**config.mk**
```make
export PLATFORM = sky130hd
export DESIGN_NAME = cv32e40p_prefetch_queue
export DESIGN_NICKNAME = d
export VERILOG_FILES = /design/src/rtl/cv32e40p_pkg2.sv /design/src/rtl/cv32e40p_prefetch_fifo.sv /design/src/rtl/cv32e40p_prefetch_queue.sv
export SDC_FILE = /design/constraint.sdc
export NUM_CORES = 1
export LEC_CHECK = 0
export ABC_AREA = 1
export BUFFER_PORTS_ARGS = -buffer_cell sky130_fd_sc_hd__buf_2
export CORE_ASPECT_RATIO = 1.25
export CORE_MARGIN = 3
export CORE_UTILIZATION = 31
export CTS_CLUSTER_DIAMETER = 120
export DETAILED_ROUTE_END_ITERATION = 16
export PLACE_DENSITY = 0.56
export SLEW_MARGIN = 20
export SYNTH_ARGS = -nofsm -noshare
export SYNTH_HDL_FRONTEND = slang
export SYNTH_SLANG_ARGS = --single-unit
```
**constraint.sdc**
```tcl
create_clock -name clk -period 5.1 [get_ports clk]
set_clock_uncertainty 0.2 [all_clocks]
set_input_delay 1.02 -clock clk [delete_from_list [all_inputs] [get_ports clk]]
set_output_delay 1.02 -clock clk [all_outputs]
set_load 0.05 [all_outputs]
```
**src/rtl/cv32e40p_pkg2.sv**
```systemverilog
// Shared types for the RI5CY instruction prefetch queue.
// Holds the FSM state encoding and the buffered fetch entry.
package cv32e40p_pkg2;

  localparam int PREFETCH_DEPTH_DEFAULT = 2;

  typedef enum logic {
    IDLE,
    WAIT_GNT
  } prefetch_state_e;

  typedef struct packed {
    logic [31:0] addr;
    logic [31:0] rdata;
    logic        err;
  } prefetch_entry_t;

endpackage

```
**src/rtl/cv32e40p_prefetch_fifo.sv**
```systemverilog
// Small synchronous FIFO of prefetched instruction words.
// Clear wins over push and pop in the same cycle.
import cv32e40p_pkg2::*;

module cv32e40p_prefetch_fifo #(
  parameter int DEPTH = PREFETCH_DEPTH_DEFAULT
) (
  input  logic            clk,
  input  logic            rst_n,
  input  logic            push,
  input  logic            pop,
  input  logic            clear,
  input  prefetch_entry_t din,
  output prefetch_entry_t dout,
  output logic            empty,
  output logic [3:0]      count
);

  localparam int AW = (DEPTH > 1) ? $clog2(DEPTH) : 1;

  prefetch_entry_t mem [DEPTH];
  logic [AW-1:0]   rptr;
  logic [AW-1:0]   wptr;
  logic [3:0]      cnt;

  function automatic logic [AW-1:0] nxt(
    input logic [AW-1:0] p
  );
    return (p == AW'(DEPTH - 1)) ? '0 : p + AW'(1);
  endfunction

  always_ff @(posedge clk) begin
    if (!rst_n) begin
      rptr <= '0;
      wptr <= '0;
      cnt  <= '0;
    end else if (clear) begin
      rptr <= '0;
      wptr <= '0;
      cnt  <= '0;
    end else begin
      if (push) wptr <= nxt(wptr);
      if (pop)  rptr <= nxt(rptr);
      cnt <= cnt + 4'(push) - 4'(pop);
    end
  end

  always_ff @(posedge clk) begin
    if (push && !clear) mem[wptr] <= din;
  end

  assign dout  = mem[rptr];
  assign empty = (cnt == '0);
  assign count = cnt;

endmodule

```
**src/rtl/cv32e40p_prefetch_queue.sv**
```systemverilog
// Prefetch stage: OBI fetch FSM, credit/discard bookkeeping,
// branch redirect and the buffered word FIFO.
import cv32e40p_pkg2::*;

module cv32e40p_prefetch_queue #(
  parameter int DEPTH = PREFETCH_DEPTH_DEFAULT
) (
  input  logic        clk,
  input  logic        rst_n,
  input  logic        req_i,
  input  logic        branch_i,
  input  logic [31:0] branch_addr_i,
  output logic        fetch_valid_o,
  input  logic        fetch_ready_i,
  output logic [31:0] fetch_rdata_o,
  output logic [31:0] fetch_addr_o,
  output logic        fetch_err_o,
  output logic        instr_req_o,
  input  logic        instr_gnt_i,
  output logic [31:0] instr_addr_o,
  input  logic        instr_rvalid_i,
  input  logic [31:0] instr_rdata_i,
  input  logic        instr_err_i,
  output logic        busy_o
);

  prefetch_state_e state, state_n;

  logic [31:0] fetch_addr, fetch_addr_n;
  logic [31:0] resp_addr, resp_addr_n;
  logic [31:0] pend_addr, pend_addr_n;
  logic [31:0] target;
  logic        branch_pending, branch_pending_n;
  logic [3:0]  outstanding, outstanding_n;
  logic [3:0]  discard, discard_n;
  logic [3:0]  count, count_n;
  logic        gnt, push, pop, empty;
  logic        credit, credit_n;
  logic        addr_lsb_unused;

  prefetch_entry_t din, head;

  assign addr_lsb_unused = ^branch_addr_i[1:0];
  assign target = {branch_addr_i[31:2], 2'b00};

  assign gnt  = (state == WAIT_GNT) && instr_gnt_i;
  // A response landing with a branch belongs to the old stream.
  assign push = instr_rvalid_i && !branch_i && (discard == '0);
  assign pop  = !empty && fetch_ready_i && !branch_i;

  assign din = '{
    addr:  resp_addr,
    rdata: instr_rdata_i,
    err:   instr_err_i
  };

  assign outstanding_n = outstanding + 4'(gnt)
                       - 4'(instr_rvalid_i);
  assign count_n = branch_i ? '0
                 : count + 4'(push) - 4'(pop);

  assign credit   = (5'(outstanding) + 5'(count))
                  < 5'(DEPTH);
  assign credit_n = (5'(outstanding_n) + 5'(count_n))
                  < 5'(DEPTH);

  cv32e40p_prefetch_fifo #(
    .DEPTH (DEPTH)
  ) u_fifo (
    .clk   (clk),
    .rst_n (rst_n),
    .push  (push),
    .pop   (pop),
    .clear (branch_i),
    .din   (din),
    .dout  (head),
    .empty (empty),
    .count (count)
  );

  always_comb begin
    state_n          = state;
    fetch_addr_n     = fetch_addr;
    resp_addr_n      = resp_addr;
    pend_addr_n      = pend_addr;
    branch_pending_n = branch_pending;
    discard_n        = discard;

    if (instr_rvalid_i && (discard != '0)) begin
      discard_n = discard_n - 4'd1;
    end
    if (gnt && branch_pending) begin
      discard_n = discard_n + 4'd1;
    end
    if (push) resp_addr_n = resp_addr + 32'd4;

    unique case (state)
      IDLE: begin
        if (branch_i) begin
          fetch_addr_n = target;
        end else if (req_i && credit) begin
          state_n = WAIT_GNT;
        end
      end
      WAIT_GNT: begin
        if (gnt) begin
          fetch_addr_n = branch_pending ? pend_addr
                       : fetch_addr + 32'd4;
          if (branch_i) fetch_addr_n = target;
          branch_pending_n = 1'b0;
          state_n = (req_i && credit_n && !branch_pending)
                  ? WAIT_GNT : IDLE;
        end else if (branch_i) begin
          // OBI forbids changing a live request address.
          branch_pending_n = 1'b1;
          pend_addr_n      = target;
        end
      end
      default: state_n = IDLE;
    endcase

    if (branch_i) begin
      resp_addr_n = target;
      discard_n   = outstanding_n;
    end
  end

  always_ff @(posedge clk) begin
    if (!rst_n) begin
      state          <= IDLE;
      fetch_addr     <= '0;
      resp_addr      <= '0;
      pend_addr      <= '0;
      branch_pending <= 1'b0;
      outstanding    <= '0;
      discard        <= '0;
    end else begin
      state          <= state_n;
      fetch_addr     <= fetch_addr_n;
      resp_addr      <= resp_addr_n;
      pend_addr      <= pend_addr_n;
      branch_pending <= branch_pending_n;
      outstanding    <= outstanding_n;
      discard        <= discard_n;
    end
  end

  assign fetch_valid_o = !empty;
  assign fetch_rdata_o = empty ? '0 : head.rdata;
  assign fetch_addr_o  = empty ? '0 : head.addr;
  assign fetch_err_o   = !empty && head.err;

  assign instr_req_o  = (state == WAIT_GNT);
  assign instr_addr_o = fetch_addr;

  assign busy_o = (outstanding != '0) || !empty
               || branch_pending;

endmodule

```
Word-level counts from Yosys, hierarchy flattened

Memory sizes are Yosys's and may differ from the RTL's. A register that Yosys moved wholly into a read port is not among the register bits.
Index checks and enable logic that the tools add are counted.
Widths: inputs -> output; s select.

Bits in registers: 110
RAM bits: 130
Bits of input ports: 72
Output and inout port bits: 100
Word-level logic and storage cells: 84
Memories: 1

Add/subtract/negate cells: 12
Magnitude comparators: 2
Equality and inequality tests: 2
Muxes and demuxes: 26
Bitwise operators: 3
Reductions and logical operators: 27

Memory list:

| name       | words | bits a word | read ports | clocked after memory_dff | write ports | line                         | text |
|---|---|---|---|---|---|---|---|
| u_fifo.mem | 2     | 65          | 1          | 1                        | 1           | cv32e40p_prefetch_fifo.sv:21 | `prefetch_entry_t mem [DEPTH];` |

Operator list:

| kind                  | number |
|---|---|
| $mux 32               | 8 |
| $add 32x3->32 const B | 2 |
| $pmux 32 s2           | 1 |
| $mux 4                | 4 |
| $logic_and 1x1->1     | 12 |
| $mux 1                | 12 |
| $add 4x4->5           | 2 |
| $lt 5x2->1 const B    | 2 |
| $add 4x1->4           | 2 |
| $logic_not 4->1       | 2 |
| $reduce_bool 4->1     | 2 |
| $sub 4x1->4           | 2 |
| $add 4x1->4 const B   | 1 |
| $reduce_and 2->1      | 2 |
| $reduce_bool 2->1     | 2 |
| $sub 4x1->4 const B   | 1 |
| $logic_not 1->1       | 3 |
| $not 1->1             | 3 |
| $reduce_and 3->1      | 1 |
| $add 1x1->1 const B   | 2 |
| $logic_or 1x1->1      | 2 |
| $ne 2x1->1 const B    | 1 |
| $ne 2x2->1 const B    | 1 |
| $pmux 1 s2            | 1 |
| $reduce_or 2->1       | 1 |

Depth between registers and ports, before layout

Word-level depth: 13
Depth in mapped cells: 18
Gate-level depth less buffers: 18

Modules after synthesis

A second synthesis with hierarchy kept.

Cells, all modules: 1473
Area, all modules: 12405.6 um^2

Modules (own cells, without submodules):

| module                  | times used | cells an instance | area each (um^2) | seq. area each (um^2) |
|---|---|---|---|---|
| cv32e40p_prefetch_queue | 1          | 1222              | 7136.8           | 2001.9 |
| cv32e40p_prefetch_fifo  | 1          | 251               | 5268.8           | 4043.9 |

Worst setup path before layout

Ideal clock, no wire load.

Path type: input port to flip-flop
From: in instr_rvalid_i
To: mem u_fifo.mem[0][0] in the netlist's numbering (enable)
Setup time: 0.486 ns
Arrival time: 4.007 ns
Data required time: 4.414 ns
Setup slack: 0.407 ns
Stages on the path: 4
Path buffers: 0
Cells stage by stage: nand4_1 inv_2 nand2_2 nor2_1

Word-level cells in the longest chain between the ends: 5

RTL lines:

| what                           | line                          | text |
|---|---|---|
| start, declared                | cv32e40p_prefetch_queue.sv:21 | `input logic instr_rvalid_i,` |
| $logic_and 1x1->1 (2 in a row) | cv32e40p_prefetch_queue.sv:48 | `assign push = instr_rvalid_i && !branch_i && (discard == '0);` |
| $logic_and 1x1->1              | cv32e40p_prefetch_fifo.sv:49  | `if (push && !clear) mem[wptr] <= din;` |
| $mux 1                         | cv32e40p_prefetch_fifo.sv:49  |  |
| $mux 1 (implied by the code)   | cv32e40p_prefetch_fifo.sv:49  |  |
| end, declared                  | cv32e40p_prefetch_fifo.sv:21  |  |

Every way passes these cells.

Final worst setup path

From: reg branch_pending
To: out busy_o

Word-level cells in the longest chain between the ends: 1

RTL lines:

| what                   | line                           | text |
|---|---|---|
| start, declared        | cv32e40p_prefetch_queue.sv:33  | `logic branch_pending, branch_pending_n;` |
| start signal, assigned | cv32e40p_prefetch_queue.sv:142 | `branch_pending <= branch_pending_n;` |
| $logic_or 1x1->1       | cv32e40p_prefetch_queue.sv:157 | `\|\| branch_pending;` |
| end, declared          | cv32e40p_prefetch_queue.sv:24  | `output logic busy_o` |

Every way passes these cells.

==> results.txt <==
- Post-synthesis average cell area: 8.21 um2
- nand2_1 is the most common cell in the netlist.
* Relative max-transition margin: 29.7%
* Post-route design area: 0.0140 mm2
- The run finished with clean final reports.
* Share of layout cells above drive strength 1: 19.3%
- In the finished design, the share of the clock period the worst path needs comes to 75.9%.
- Type of the most critical hold path: register to register
* Cell taking the most area after synthesis: edfxtp_1
- Number of iterations in the first detailed-routing pass: 5
- Count of buffers added by post-CTS timing repair for setup: 0
- Final-report max-slew violation count: 0
- Among all flip-flop cells after synthesis, the most frequent one is edfxtp_1.
* CTS Buffer Depth: 3
- Pin placement for this block handled 172 I/O pins.
- Min cycle time layout: 3870 ps
- Num CTS Buffers: 27
* Total of flip-flops plus latches after synthesis: 233
- Floorplan die area: 0.0405 mm2
- Synth unique cells: 41
* Startpoint-to-endpoint class of the critical path: register to output pin
* First-pass GRT wire length: 51800 um
* Gate Count Post-Synth: 1440
- In this run the vertical extent of the chip is 224 um.
* DRC marker count from the first detailed-route iteration: 603
* Summed instance area of the synthesized netlist: 0.0118 mm2
- TritonCTS built the clock tree.
- Critical Path Source Type: register
- Dividing the detail-routed via count by the number of cells gives 4.74.
* Final layout net count: 1688
* Maximum fanout encountered on the critical timing path: 54
* Routed vias: 9939
* Hold-fix buffers at CTS: 0
* VDD IR max: 0.291 mV
- Sequential elements use 50.1% of the synthesized area.
* Pwr per Cell Area: 377 mW/mm2
- In this run the remaining antenna-violating nets after routing total 0.
* Data arrival, critical path: 2650 ps
* Skew-Pair Late Insertion Delay: 540 ps
* Summed negative setup slack over all endpoints: 0 ps
- Cell row count: 79
* Via count of the first global-routing pass: 9643
* Count of unresolved DRC violations after routing: 0
* Yosys Warn Count: 0
* RSZ-0062 raised after global routing: no
- Clk Tree Root Cell: clkbuf_16
- Wire per inst: 15.5 um
- Area fraction of the dominant cell type after synthesis: 32.0%
- Number of maximum-capacitance constraint violations: 0
* Antenna violations before repair: 1
* Number of synthesized flops with an enable pin: 126
* Static power due to leakage: 6.17 nW
* Post-detailed-placement cell area: 0.0131 mm2
* Fmax achieved: 0.258 GHz
- Total clock sinks: 233
* CP max stage delay: 830 ps
- Total overflow reported by the global router: 0
- For this design, the slowest cell found on the critical path is inv_2.
- Slew @ Worst Pin: 1060 ps
* Placeable core region: 0.0375 mm2
* Ordered cell list for the critical path: inv_2 -> nand2_1 -> or4_1 -> buf_2
- Entering global routing, the biggest net connects 67 pins.
- The final hold violation count was 0.
* Register clock-pin slew on the reported worst setup and hold paths: 60 ps
* PnR Total Power: 0.00527 W
* Required time of the critical path: 3880 ps
* Chip width: 181 um
* Number of instances resized during post-cts repair: 0
- Routability-driven placement finished with a final weighted congestion of 0.862.
* Effective utilization at floorplan: 31.6%
- Across every metal layer, demand over resource in global routing totals 15.6%.
- Share of async-settable or async-resettable flops after synthesis: 0%
* Number of I/O port buffers: 165
- Ranking of synthesized cells by area: edfxtp_1 (32%), dfxtp_1 (18%), nand2_1 (11%), nor2_1 (7.4%), mux2_2 (6.0%)
- HPWL after detailed placement: 22600 um
* Number of H-tree branching levels: 1
- From synthesis to final layout, the design area changed by 18.1%.
- The worst setup path is captured at an output pin.
- Top cells by instance count after synthesis: nand2_1 (345), nor2_1 (233), inv_1 (154)
- Setup violations remaining at the end of the flow were counted as 0.
- Routed wire length: 32600 um
registers in the layout, summed over array words and instances, names as in the netlist, 4 cells and up, named ones only:
name / flops
discard: 4
outstanding: 4
u_fifo.mem: 126
u_fifo.count: 4
instr_addr_o: 30
resp_addr: 30
pend_addr: 30
power by group:
group          leakage [nW]  internal [W]  switching (W)  total [W]
sequential             2.03       0.00213       0.000129    0.00226
clock                 0.399       0.00107       0.000752    0.00182
combinational          3.74      0.000343       0.000850    0.00119
total                  6.17       0.00354        0.00173    0.00527
logic make-up (layout without fill, tap and decap cells):
kind of cell	count (synthesis)	after routing	share of synthesized area, %
other	1	5	0.0317
XOR/XNOR	20	20	1.48
adder cells (fa/ha/maj)	25	25	2.90
multiplexers	63	63	6.00
flip-flops	233	233	50.1
AND/OR/NAND/NOR	678	678	23.3
AO/OA/AOI/OAI	198	198	8.79
buffers and inverters	222	389	7.41
path summary, 6_finish.rpt:
kind                            slack, ps  cells after the start            from            end
worst max-delay path                 1230                      4  branch_pending         busy_o
worst min-delay path                  260                      2   pend_addr[30]  pend_addr[30]
worst max register to register       1640                     16      discard[0]    instr_req_o
worst min register to register        260                      2   pend_addr[30]  pend_addr[30]
cell type report:
class | count | area [um2]
fillers | 3932 | 23500
repair buffers | 179 | 943
inverters | 162 | 608
diodes | 1 | 2.50
flip-flops and latches | 233 | 5930
clock inverters | 8 | 72.6
well taps | 486 | 608
multi-input cells | 988 | 5060
clock buffers | 40 | 752
metal layers:
| layer | up-vias | share of wire, % | track usage (%) | routed length, um |
|---|---|---|---|---|
| li1 | 4985 | - | - | - |
| met1 | 4629 | 45 | 20.7 | 14600 |
| met2 | 264 | 47 | 26.4 | 15300 |
| met3 | 61 | 5.6 | 2.47 | 1810 |
| met4 | 0 | 2.7 | 4.83 | 870 |
| met5 | - | 0 | 0 | 0 |
stage by stage:
step / hold WS (ps) / worst slack (ps) / std cells / utilization [%]
after floorplan: 230 / 407 / 1443 / -
after global placement: 244 / 1050 / 2048 / 35.1
after detailed placement: 254 / 1070 / 2048 / 35.1
after CTS: 262 / 1160 / 2096 / 37.3
after global routing: 311 / 1070 / 2097 / 37.3
final: 260 / 1230 / 2097 / 37.3
cells in the final DEF (no fill, tap or decap), types with 6 or more instances in the layout:
cell	n
a21oi_1	74
a31oi_1	19
buf_2	165
buf_4	13
clkbuf_1	9
clkbuf_16	27
dfxtp_1	106
edfxtp_1	126
ha_1	21
inv_1	153
inv_2	7
mux2_2	63
nand2_1	345
nand2_2	6
nand3_1	66
nor2_1	231
nor2_4	7
o21ai_0	94
xnor2_1	8
xor2_1	12
worst max-delay path: cells and delay by family (launching register included):
kind                   cells  cell delay [ps]
AND/OR/NAND/NOR            2              580
flip-flops                 1              470
buffers and inverters      2             1050
(Power assumes the default switching activity.)
